## src/rtl/alu_if_pkg.sv

```systemverilog
// Shared definitions for the serial ALU interface: word layout, command codes,
// transmitter FSM states and the word-building helpers.
package alu_if_pkg;

   localparam int unsigned DATA_W   = 8;
   localparam int unsigned WORD_W   = DATA_W + 2;
   localparam int unsigned MAX_ARGS = 10;

   localparam logic FLAG_DATA = 1'b0;
   localparam logic FLAG_CMD  = 1'b1;

   localparam logic [DATA_W-1:0] CMD_NOP = 8'h00;
   localparam logic [DATA_W-1:0] CMD_AND = 8'h01;
   localparam logic [DATA_W-1:0] CMD_OR  = 8'h02;
   localparam logic [DATA_W-1:0] CMD_XOR = 8'h03;
   localparam logic [DATA_W-1:0] CMD_ADD = 8'h10;
   localparam logic [DATA_W-1:0] CMD_SUB = 8'h20;
   localparam logic [DATA_W-1:0] CMD_INV = 8'h80;
   localparam logic [DATA_W-1:0] CMD_RST = 8'hFF;

   typedef enum logic [2:0] {StIdle, StStart, StBits, StStop, StGap} tx_state_t;

   function automatic logic even_parity(input logic flag, input logic [DATA_W-1:0] payload);
      return ^{flag, payload};
   endfunction

   // {flag, payload, p}; bad inverts p so the receiver sees a parity error.
   function automatic logic [WORD_W-1:0] make_word(input logic              flag,
                                                   input logic [DATA_W-1:0] payload,
                                                   input logic              bad);
      return {flag, payload, even_parity(flag, payload) ^ bad};
   endfunction

endpackage

```

## src/rtl/alu_word_tx.sv

```systemverilog
// Serialises one word: start bit 0, WORD_W bits MSB first, stop bit 1.
// A new load on the stop cycle chains words with no idle gap.
module alu_word_tx
   import alu_if_pkg::*;
(
   input  logic              clk,
   input  logic              rst,
   input  logic              load_i,
   input  logic [WORD_W-1:0] word_i,
   output logic              sout_o,
   output logic              word_last_o
);

   logic [WORD_W:0] sh_q;
   logic [3:0]      cnt_q;
   logic            active_q;
   logic            sout_q;

   always_ff @(posedge clk) begin
      if (rst) begin
         sout_q   <= 1'b1;
         sh_q     <= '1;
         cnt_q    <= '0;
         active_q <= 1'b0;
      end else if (load_i) begin
         sout_q   <= 1'b0;
         sh_q     <= {word_i, 1'b1};
         cnt_q    <= 4'(WORD_W + 1);
         active_q <= 1'b1;
      end else if (active_q && cnt_q != 4'd0) begin
         sout_q <= sh_q[WORD_W];
         sh_q   <= {sh_q[WORD_W-1:0], 1'b1};
         cnt_q  <= cnt_q - 4'd1;
      end else begin
         sout_q   <= 1'b1;
         active_q <= 1'b0;
      end
   end

   assign sout_o      = sout_q;
   assign word_last_o = active_q && (cnt_q == 4'd0);

endmodule

```

## src/rtl/alu_frame_tx.sv

```systemverilog
// Request-driven frame transmitter for the serial ALU: latches a request, sends
// its argument words then the command word, followed by an idle gap.
module alu_frame_tx
   import alu_if_pkg::*;
#(
   parameter int unsigned IDLE_GAP = 2
) (
   input  logic                       clk,
   input  logic                       rst,
   input  logic                       req_valid,
   output logic                       req_ready,
   input  logic [DATA_W-1:0]          req_cmd,
   input  logic [3:0]                 req_arg_num,
   input  logic [MAX_ARGS*DATA_W-1:0] req_data,
   input  logic                       req_bad_parity,
   output logic                       sout,
   output logic                       busy,
   output logic                       frame_done,
   output logic                       err_arg
);

   tx_state_t         state_q;
   logic [3:0]        bit_cnt_q;
   logic [3:0]        word_idx_q;
   logic [3:0]        n_q;
   logic [DATA_W-1:0] cmd_q;
   logic [DATA_W-1:0] args_q [MAX_ARGS];
   logic              bad_q;
   logic [7:0]        gap_cnt_q;
   logic              busy_q;
   logic              frame_done_q;
   logic              err_arg_q;

   logic              accept;
   logic              arg_ok;
   logic              last_word;
   logic              load;
   logic              word_last;
   logic [3:0]        next_idx;
   logic [WORD_W-1:0] load_word;

   assign req_ready = (state_q == StIdle) && !rst;
   assign accept    = req_valid && req_ready;
   assign arg_ok    = req_arg_num <= 4'(MAX_ARGS);
   assign next_idx  = word_idx_q + 4'd1;
   assign last_word = (word_idx_q == n_q);

   // The first word comes straight from the request so it can start on the accept edge.
   always_comb begin
      load      = 1'b0;
      load_word = '0;
      if (state_q == StIdle) begin
         load      = accept && arg_ok;
         load_word = (req_arg_num == 4'd0) ? make_word(FLAG_CMD, req_cmd, req_bad_parity)
                                          : make_word(FLAG_DATA, req_data[DATA_W-1:0],
                                                      req_bad_parity);
      end else if (state_q == StStop && word_last && !last_word) begin
         load      = 1'b1;
         load_word = (next_idx == n_q) ? make_word(FLAG_CMD, cmd_q, bad_q)
                                       : make_word(FLAG_DATA, args_q[next_idx], bad_q);
      end
   end

   always_ff @(posedge clk) begin
      if (rst) begin
         state_q      <= StIdle;
         bit_cnt_q    <= '0;
         word_idx_q   <= '0;
         n_q          <= '0;
         cmd_q        <= '0;
         bad_q        <= 1'b0;
         gap_cnt_q    <= '0;
         busy_q       <= 1'b0;
         frame_done_q <= 1'b0;
         err_arg_q    <= 1'b0;
      end else begin
         frame_done_q <= 1'b0;
         err_arg_q    <= 1'b0;
         unique case (state_q)
            StIdle: begin
               if (accept) begin
                  if (arg_ok) begin
                     n_q        <= req_arg_num;
                     cmd_q      <= req_cmd;
                     bad_q      <= req_bad_parity;
                     for (int i = 0; i < MAX_ARGS; i++) begin
                        args_q[i] <= req_data[i*DATA_W +: DATA_W];
                     end
                     word_idx_q <= '0;
                     busy_q     <= 1'b1;
                     state_q    <= StStart;
                  end else begin
                     err_arg_q <= 1'b1;
                  end
               end
            end
            StStart: begin
               bit_cnt_q <= 4'd9;
               state_q   <= StBits;
            end
            StBits: begin
               if (bit_cnt_q == 4'd0) state_q <= StStop;
               else bit_cnt_q <= bit_cnt_q - 4'd1;
            end
            StStop: begin
               if (word_last) begin
                  if (!last_word) begin
                     word_idx_q <= next_idx;
                     state_q    <= StStart;
                  end else begin
                     busy_q       <= 1'b0;
                     frame_done_q <= 1'b1;
                     if (IDLE_GAP == 0) begin
                        state_q <= StIdle;
                     end else begin
                        gap_cnt_q <= 8'(IDLE_GAP - 1);
                        state_q   <= StGap;
                     end
                  end
               end
            end
            StGap: begin
               if (gap_cnt_q == 8'd0) state_q <= StIdle;
               else gap_cnt_q <= gap_cnt_q - 8'd1;
            end
            default: state_q <= StIdle;
         endcase
      end
   end

   alu_word_tx u_word_tx (
      .clk         (clk),
      .rst         (rst),
      .load_i      (load),
      .word_i      (load_word),
      .sout_o      (sout),
      .word_last_o (word_last)
   );

   assign busy       = busy_q;
   assign frame_done = frame_done_q;
   assign err_arg    = err_arg_q;

endmodule

```

## config.mk

```make
export PLATFORM = sky130hd
export DESIGN_NAME = alu_frame_tx
export DESIGN_NICKNAME = d
export VERILOG_FILES = /design/src/rtl/alu_if_pkg.sv /design/src/rtl/alu_word_tx.sv /design/src/rtl/alu_frame_tx.sv
export SDC_FILE = /design/constraint.sdc
export NUM_CORES = 1
export LEC_CHECK = 0
export CAP_MARGIN = 20
export CORE_MARGIN = 2
export CORE_UTILIZATION = 50
export DETAILED_ROUTE_END_ITERATION = 10
export DONT_BUFFER_PORTS = 1
export PLACE_DENSITY = 0.65
export RECOVER_POWER = 100
export SLEW_MARGIN = 25
export SYNTH_ARGS = -nofsm -noshare
export SYNTH_HDL_FRONTEND = slang
export SYNTH_SLANG_ARGS = --single-unit
export TNS_END_PERCENT = 5
```

## constraint.sdc

```tcl
create_clock -name clk -period 14.6 [get_ports clk]
set_input_delay 4.38 -clock clk [delete_from_list [all_inputs] [get_ports clk]]
set_output_delay 4.38 -clock clk [all_outputs]
set_load 0.05 [all_outputs]
```

# Word level (Yosys, flattened, before mapping)

Memory sizes are Yosys's and may differ from the RTL's.
Index checks and enable logic that the tools add are counted.

Add/sub/neg operators: 4
Order comparisons: 1
Equality and inequality tests: 16
Mux-type cells: 44
Bitwise operators: 8
Reduce and logical (&&, ||, !) cells: 32

Operators with widths:

| cell                | count |
|---|---|
| $mux 10             | 4 |
| $reduce_xor 9->1    | 4 |
| $mux 4              | 7 |
| $mux 8              | 3 |
| $mux 11             | 2 |
| $ne 2x2->1 const B  | 10 |
| $mux 3              | 6 |
| $mux 1              | 17 |
| $pmux 4 s2          | 2 |
| $pmux 8 s2          | 1 |
| $pmux 3 s5          | 1 |
| $reduce_and 5->1    | 3 |
| $logic_not 4->1     | 3 |
| $eq 4x4->1          | 2 |
| $logic_not 8->1     | 1 |
| $reduce_bool 2->1   | 4 |
| $sub 4x1->4 const B | 2 |
| $sub 8x1->8 const B | 1 |
| $logic_and 1x1->1   | 7 |
| $eq 3x2->1 const B  | 2 |
| $reduce_or 3->1     | 2 |
| $add 4x1->4 const B | 1 |
| $le 4x4->1 const B  | 1 |
| $not 1->1           | 4 |
| 11 further kinds    | 15 |

Bits in registers: 51
Bits in writable memories: 80
Bits of input ports: 96
Output and inout bits: 5
Logic and storage cells: 121
Memories kept: 1

Memories:

| memory | words | width | rd ports | clocked after memory_dff | wr ports | RTL line           | source |
|---|---|---|---|---|---|---|---|
| args_q | 10    | 8     | 1        | 0                        | 10       | alu_frame_tx.sv:27 | `logic [DATA_W-1:0] args_q [MAX_ARGS];` |

# Longest topological paths before layout

Gate-level depths: netlist of run 1.
An unclocked memory read counts as a cell.

Depth in word-level cells: 8
Mapped depth: 12
Depth with buffers taken out: 10

# Modules after synthesis

Synthesis of run 1 repeated with hierarchy kept, for this count alone.

Cell total of the unflattened synthesis: 499
Area total of the unflattened synthesis: 6,128.4 um2

By module, submodules not included:

| module       | instances | cells each | area an instance (um2) | sequential area each (um2) |
|---|---|---|---|---|
| alu_frame_tx | 1         | 409        | 5,347.6                | 3,103.0 |
| alu_word_tx  | 1         | 90         | 780.7                  | 320.3 |

# Worst setup path after synthesis of run 1

No wires, ideal clock.

Path kind: input-to-output
Start: input rst
End: output req_ready
Data arrival time: 5.432 ns
Required time: 10.220 ns
Setup slack: 4.788 ns
Cell stages on the path: 3
Buffers on the path: 2
Path through: clkbuf_1 clkbuf_1 nor2_1

Word-level cells in the longest chain between the ends: 2

RTL lines:

| what              | RTL line           | source |
|---|---|---|
| start, declared   | alu_frame_tx.sv:9  | `input logic rst,` |
| $logic_not 1->1   | alu_frame_tx.sv:42 | `assign req_ready = (state_q == StIdle) && !rst;` |
| $logic_and 1x1->1 | alu_frame_tx.sv:42 |  |
| end, declared     | alu_frame_tx.sv:11 | `output logic req_ready,` |

Every way passes these cells.

# Worst setup path after layout of run 1

Ends and elaborated chain as after synthesis.

==> qor.txt, run 1 <==
failing checks: capacitance limit, slew limit
GPL Wtd Cong: 0.796
max cap viols: 1
Largest stage delay, worst path: 0.68 ns
Psw: 0.000263 W
final hold vios: 0
Rows: 40
Die X: 114 um
largest net degree at the start of global routing: 97
HPWL reported at the end of detailed placement: 8.36 mm
Min Clock Period, post-route: 9.44 ns
H-tree levels: 4
Clock Sinks: 131
Critical Path Source Type: input port
Seq pwr share: 0.448
post-DR vias/cell: 5.69
Synth async-reset ratio: 0
Worst Path Buf+Inv: 0
crit-path leading delay family: simple AND/OR/NAND/NOR gates
CP Class: in -> out
I/O pin count: 101
clock skew: 0.00899 ns
CTS tree: yes
first-pass GRT wire length: 19.1 mm
post-layout net count: 603
core area: 11900 um2
ys flop type: edfxtp_1
synth unique cells: 54
starting density of the core: 0.506
Synth top area share: 0.398
Routed Antenna Nets: 0
CP max FO: 48
top post-synthesis cells by count: 80 x edfxtp_1, 51 x dfxtp_1, 39 x nand2_1, 38 x a21oi_1, 38 x xnor2_1
DRC Markers: 0
final setup violation count: 0
Critical Path AT: 5.06 ns
Synth area leader: edfxtp_1
Global Route Usage Sum: 0.199
die height: 114 um
power share of the clock group: 0.431
DR pass1 iterations: 4
crit-path cells: nor2_1
slack of the critical path: 5.16 ns
cts bufs inserted: 17
Yosys Warn Count: 0
WP depth: 1
Syn Inst Count: 504
number of antenna diodes: 0
VDD IR max: 97.8 uV
Critical-path top delay cell: nor2_1
WHS Path Cells: 2
Pint: 0.000762 W
share of layout cells above drive strength 1: 0.107
Peak Freq: 106 MHz
Die Area: 13000 um2
worst slew pin tran: 4.85 ns
via count: 3753
pwr/cell area: 152 nW/um2
CTS root buf: clkbuf_16
cts repair resizes: 0
number of flops mapped to enable cells by yosys: 80
initial antenna violation count: 0
CTS max path bufs: 2
Post-Syn Area: 6030 um2
count leader, synth: edfxtp_1
cts hold-fix bufs: 0
GRT overflow: 0
Pins Over Slew Limit: 97
status: finished with violations
port bufs: 0
fin crit share: 0.647
Mapped Nets: 607
area delta synth->final: 11.7%
post-CTS setup buffer count: 0
Required @ worst endpoint: 10.22 ns
RSZ-0062 raised after global routing: no
register area share after synthesis: 0.568
worst min path class: reg -> reg
Mean Syn Cell Area: 12.0 um2
sw frac: 0.256
Comb power frac: 0.121
final wirelength: 12.1 mm
vias in the first global route: 3795
Rel. slew slack: -2.24
Yosys reg bits: 131
Place WS: 5.15 ns
Area contributors post-synth: edfxtp_1 40%, dfxtp_1 17%, mux2i_1 5.6%
Worst Reg-to-Reg Cells: 7
Fin Setup TNS: 0 ns
WL/cell: 18.3 um
Leakage Power: 2.30 nW
Setup crit end kind: output pin
clk slew on worst S/H paths: 0.06 ns
initial DRC count: 219
Worst-Skew Late Latency: 0.42 ns
## power by group through the flow
stage	clock [W]	combinational, W	sequential (W)
2_1_floorplan	0	0.000109	0.000456
3_3_place_gp	0	0.000122	0.000461
3_5_place_dp	0	0.000124	0.000463
4_1_cts	0.000450	0.000125	0.000455
5_1_grt	0.000464	0.000140	0.000463
6_report	0.000442	0.000124	0.000459
## worst register-to-register path, stage by stage (launching register included)
cell	delay, ns
dfxtp_1	0.41
nor3_1	0.41
nand2_1	0.19
nor2_1	0.15
nand2_1	0.50
clkinvlp_2	0.29
clkbuf_1	3.39
o221ai_1	0.54
## worst paths after layout
| check | start | end | slack, ns |
|---|---|---|---|
| setup / recovery | rst | req_ready | 5.16 |
| hold / removal | u_word_tx.sh_q[10] | u_word_tx.sh_q[10] | 0.48 |
| setup reg to reg | state_q[1] | u_word_tx.sh_q[2] | 8.42 |
| hold reg to reg | u_word_tx.sh_q[10] | u_word_tx.sh_q[10] | 0.48 |
## placed cells by master, fill, tap and decap left out, types with 5 or more instances in the layout
cell type / Yosys / layout
edfxtp_1: 80 / 80
dfxtp_1: 51 / 51
nand2_1: 39 / 39
a21oi_1: 38 / 38
xnor2_1: 38 / 37
nor2_1: 36 / 36
mux2i_1: 34 / 34
nand3_1: 30 / 30
o21ai_0: 17 / 17
clkbuf_16: 0 / 17
nor3_1: 11 / 11
xor2_1: 11 / 11
inv_1: 8 / 8
ha_1: 7 / 7
nor4_1: 7 / 6
a211oi_1: 6 / 6
inv_6: 0 / 6
nand2b_1: 5 / 5
and3_1: 5 / 5
mux4_1: 5 / 5
## stage by stage
step	cells	power, W	hold WS [ns]	util	cell area, um2
6_report	660	0.00102	0.477	0.566	6740
5_1_grt	660	0.00107	0.504	0.566	6740
2_1_floorplan	504	0.000565	0.442	-	6030
3_3_place_gp	628	0.000583	0.453	0.514	6120
4_1_cts	660	0.00103	0.474	0.565	6740
3_5_place_dp	628	0.000587	0.463	0.514	6120
## per-layer routing
layer	track usage	vias up	routed length, um
li1	-	1842	-
met1	0.222	1798	4970
met2	0.332	100	6010
met3	0.0967	13	911
met4	0.0740	0	174
met5	0	-	0
## sequential cells by signal, summed over array words and instances (netlist names), 3 cells and up
| signal | count |
|---|---|
| args_q | 80 |
| u_word_tx.cnt_q | 4 |
| gap_cnt_q | 8 |
| u_word_tx.sh_q | 10 |
| cmd_q | 8 |
| state_q | 3 |
| bit_cnt_q | 4 |
| word_idx_q | 4 |
| n_q | 4 |
## logic make-up (layout without fill, tap and decap cells)
logic type               after synthesis  count (layout)  synth area share
AND/OR/NAND/NOR                      149             149             0.118
XOR/XNOR                              52              52            0.0822
buffers and inverters                 36              45            0.0280
flip-flops                           131             131             0.568
AO/OA/AOI/OAI                         81              81            0.0867
multiplexers                          48              48             0.103
adder cells (fa/ha/maj)                7               7            0.0145
## area by class of cell
type / count / area, um2
fill: 1005 / 5170
timing repair buffer: 4 / 26.3
clock inverter: 15 / 193
inverter: 9 / 35.0
multi-input combinational: 337 / 2450
tap: 147 / 184
sequential: 131 / 3420
clock buffer: 17 / 425
No activity file was read; power rests on OpenSTA's default activity.
==> run 2: changes to the inputs <==
--- a/config.mk
+++ b/config.mk
@@ -10,7 +10,7 @@
 export CORE_UTILIZATION = 50
 export DETAILED_ROUTE_END_ITERATION = 10
 export DONT_BUFFER_PORTS = 1
-export PLACE_DENSITY = 0.65
+export PLACE_DENSITY = 0.68
 export RECOVER_POWER = 100
 export SLEW_MARGIN = 25
 export SYNTH_ARGS = -nofsm -noshare
==> constraint.sdc (replaced) <==
create_clock -name clk -period 8.6 [get_ports clk]
set_input_delay 2.58 -clock clk [delete_from_list [all_inputs] [get_ports clk]]
set_output_delay 2.58 -clock clk [all_outputs]
set_load 0.05 [all_outputs]
==> qor.txt, run 2 (synthesis results as in run 1) <==
Worst-Skew Late Latency: 0.42 ns
Sequential cell area: 3420 um2
via count: 3800
clk slew on worst S/H paths: 0.06 ns
DRC Markers: 0
first-pass GRT wire length: 19.4 mm
WL/cell: 18.4 um
pwr/cell area: 248 nW/um2
DR pass1 iterations: 5
post-CTS setup buffer count: 0
CP Class: in -> reg
die height: 114 um
fin crit share: 0.712
initial antenna violation count: 0
Critical Path Source: req_valid
final wirelength: 12.1 mm
leading cell type in the layout, fill and taps excluded: edfxtp_1
Required @ worst endpoint: 8.96 ns
Die Area: 13000 um2
Critical Path Source Type: input port
final hold vios: 0
reg-to-reg startpoint: state_q[1]
max FFs per register: 80
starting density of the core: 0.506
initial DRC count: 211
area delta synth->final: 10.8%
slack of the critical path: 2.48 ns
placed cell count: 628
VDD IR max: 182 uV
post-DR vias/cell: 5.76
max cap viols: 1
Setup crit end kind: flip-flop
share of layout cells above drive strength 1: 0.105
Global Route Usage Sum: 0.201
Leakage Power: 2.26 nW
Routed Antenna Nets: 0
cts hold-fix bufs: 0
Peak Freq: 163 MHz
Clock Sinks: 131
RSZ-0062 raised after global routing: no
port bufs: 0
CTS max path bufs: 2
Fillers: 1014
GRT overflow: 0
most frequent cells in the layout: 80 x edfxtp_1, 51 x dfxtp_1, 39 x nand2_1
Fin Setup TNS: 0 ns
Largest stage delay, worst path: 1.77 ns
Critical Path AT: 6.49 ns
Critical Path End: u_word_tx.sh_q[1]
Die X: 114 um
status: finished with violations
Worst Reg-to-Reg Cells: 9
failing checks: capacitance limit, slew limit
Place WS: 2.77 ns
FF-to-FF End: u_word_tx.sh_q[1]
core area: 11900 um2
Min Clock Period, post-route: 6.12 ns
worst slew pin tran: 1.92 ns
crit-path cells: nand2_1 -> nor2_1 -> nand2_1 -> clkinvlp_2 -> nor2_1 -> o21ai_0 -> nand3_1 -> a31o_1
multi-input logic area: 2450 um2
Rows: 40
clock skew: 0.00792 ns
CP max FO: 47
H-tree levels: 4
Pins Over Slew Limit: 48
Rel. slew slack: -0.286
HPWL reported at the end of detailed placement: 8.50 mm
Top Registers: args_q (80), u_word_tx.sh_q (10)
Critical-path top delay cell: clkinvlp_2
worst min path class: reg -> reg
I/O pin count: 101
vias in the first global route: 3843
final setup violation count: 0
post-layout net count: 603
number of antenna diodes: 0
cts repair resizes: 0
Util after Layout: 0.561
flop2flop setup slack: 3.87 ns
CTS tree: yes
CTS root buf: clkbuf_16
cts bufs inserted: 17
largest net degree at the start of global routing: 52
Largest Register: args_q
Finished Layout Cells: 660
GPL Wtd Cong: 0.835
## run 2: cell count changes in the layout (fill, tap and decap cells not counted), sizes merged
cell and delta:
clkbuf +3, inv -6, clkinvlp +4, bufinv -2, buf +1
## run 2: stage by stage
stage | total power (W) | hold WS, ns | instance area (um2)
2_1_floorplan | 0.000959 | 0.442 | 6030
3_3_place_gp | 0.000988 | 0.453 | 6120
3_5_place_dp | 0.000997 | 0.467 | 6120
4_1_cts | 0.00167 | 0.481 | 6670
5_1_grt | 0.00173 | 0.503 | 6680
6_report | 0.00166 | 0.481 | 6680
## run 2: worst max-delay path, delay by kind of cell
family                 cells  cell delay, ns
and+or+nand+nor            5            1.80
buffers and inverters      1            1.77
AOI/OAI and AO/OA          2            0.32
## run 2: how the worst min path moves through the flow
stage,startpoint,endpoint,slack (ns),depth (start not counted)
2_1_floorplan,u_word_tx.sh_q[3],u_word_tx.sh_q[3],0.44,2
3_3_place_gp,u_word_tx.sh_q[5],u_word_tx.sh_q[5],0.45,2
3_5_place_dp,u_word_tx.sh_q[6],u_word_tx.sh_q[6],0.47,2
4_1_cts,n_q[0],n_q[0],0.48,2
5_1_grt,cmd_q[4],cmd_q[4],0.50,2
6_report,cmd_q[3],cmd_q[3],0.48,2
## run 2: layer usage
| metal | vias to the layer above | GRT usage | share of wire |
|---|---|---|---|
| met5 | - | 0 | 0 |
| met4 | 0 | 0.0724 | 0.016 |
| met3 | 19 | 0.0845 | 0.076 |
| met2 | 113 | 0.334 | 0.49 |
| met1 | 1833 | 0.233 | 0.42 |
| li1 | 1835 | - | - |
## run 2: where the power goes
group          switching (W)  total, W  leakage (nW)  internal [W]
Sequential         0.0000372  0.000774          1.15      0.000737
Combinational       0.000125  0.000213         0.856     0.0000874
Clock               0.000267  0.000672         0.252      0.000406
Total               0.000429   0.00166          2.26       0.00123
## run 2: final cells by class
class                           count  share of cell area
Sequential cell                   131               0.512
Multi-Input combinational cell    337               0.367
Clock buffer                       21              0.0674
Tap cell                          147              0.0275
Clock inverter                     11              0.0159
Inverter                            9             0.00524
Timing Repair Buffer                4             0.00449
==> run 3: changes to the inputs <==
==> constraint.sdc (replaced) <==
create_clock -name clk -period 5.3 [get_ports clk]
set_input_delay 1.59 -clock clk [delete_from_list [all_inputs] [get_ports clk]]
set_output_delay 1.59 -clock clk [all_outputs]
set_load 0.05 [all_outputs]
==> qor.txt, run 3 (synthesis results as in run 1) <==
Fin Setup TNS: 0 ns
RSZ-0062 raised after global routing: no
most frequent cells in the layout: 80 x edfxtp_1, 51 x dfxtp_1, 39 x nand2_1
via count: 3828
Worst Path Buf+Inv: 0
leading cell type in the layout, fill and taps excluded: edfxtp_1
pwr/cell area: 420 nW/um2
post-DR vias/cell: 5.80
initial DRC count: 324
largest net degree at the start of global routing: 93
DRC Markers: 0
worst min path class: reg -> reg
cts hold-fix bufs: 0
WL/cell: 18.3 um
Worst-Skew Late Latency: 0.42 ns
crit-path cells: nor2_1
Largest Register: args_q
Rows: 40
clock skew: 0.00706 ns
core area: 11900 um2
Top Registers: args_q (80), u_word_tx.sh_q (10)
Die X: 114 um
first-pass GRT wire length: 19.4 mm
cts bufs inserted: 17
Critical Path AT: 2.26 ns
Rel. slew slack: 0.412
initial antenna violation count: 0
CP Class: in -> out
cts repair resizes: 0
starting density of the core: 0.506
fin crit share: 0.726
Global Route Usage Sum: 0.200
final hold vios: 0
HPWL reported at the end of detailed placement: 8.34 mm
GRT overflow: 0
share of layout cells above drive strength 1: 0.107
CTS max path bufs: 2
flop2flop setup slack: 1.99 ns
Critical-path top delay cell: nor2_1
GPL Wtd Cong: 0.831
Setup crit end kind: output pin
Finished Layout Cells: 660
status: finished clean
DR pass1 iterations: 4
post-layout net count: 603
Leakage Power: 2.31 nW
VDD IR max: 324 uV
Routed Antenna Nets: 0
Die Area: 13000 um2
Pins Over Slew Limit: 0
die height: 114 um
clk slew on worst S/H paths: 0.06 ns
CTS root buf: clkbuf_16
Peak Freq: 260 MHz
placed cell count: 628
Largest stage delay, worst path: 0.66 ns
vias in the first global route: 3820
worst slew pin tran: 0.879 ns
Critical Path Source Type: input port
crit-path leading delay family: simple AND/OR/NAND/NOR gates
Required @ worst endpoint: 3.71 ns
I/O pin count: 101
final wirelength: 12.1 mm
post-CTS setup buffer count: 0
area delta synth->final: 12.1%
Clock Sinks: 131
CTS tree: yes
H-tree levels: 4
max FFs per register: 80
Min Clock Period, post-route: 3.85 ns
CP max FO: 48
port bufs: 0
final setup violation count: 0
number of antenna diodes: 0
max cap viols: 0
-- run 3: final timing paths --
path / cells after the start / start / endpoint
min reg2reg: 2 / n_q[0] / n_q[0]
max reg2reg: 9 / word_idx_q[1] / u_word_tx.sh_q[1]
min: 2 / n_q[0] / n_q[0]
max: 1 / rst / req_ready
-- run 3: metrics by stage --
step           setup slack, ns  area [um2]  total power (W)   util  hold slack (ns)
6_report                  1.45        6760          0.00284  0.568            0.470
4_1_cts                   1.45        6760          0.00286  0.568            0.468
5_1_grt                   1.44        6760          0.00296  0.568            0.501
3_3_place_gp              1.45        6130          0.00161  0.515            0.452
3_5_place_dp              1.45        6130          0.00162  0.515            0.459
2_1_floorplan            0.360        6030          0.00156      -            0.442
-- run 3: metal layers --
metal,GRT usage,share of wire,up-vias
met3,0.0951,0.081,12
met1,0.236,0.42,1854
li1,-,-,1837
met4,0.0683,0.012,0
met2,0.321,0.49,125
met5,0,0,-
-- run 3: final cells by class --
cell class	count	area [um2]
timing repair buffer	4	42.5
fill	976	5150
tap	147	184
multi-input combinational	337	2440
clock buffer	18	429
sequential	131	3420
inverter	9	35.0
clock inverter	14	203
-- run 3: power by group --
part | internal (W) | switching, W
logic | 0.000144 | 0.000204
registers | 0.00119 | 0.0000590
clock network | 0.000794 | 0.000449
-- run 3: worst register-to-register path, stage by stage, from the launching register on --
cell and delay, ns:
dfxtp_1 0.45, ha_1 0.43, xor2_4 0.49, mux4_1 0.40, a221oi_1 0.42, a21oi_4 0.08, xor2_2 0.19, xnor3_1 0.38
xnor2_1 0.15, a31o_1 0.21
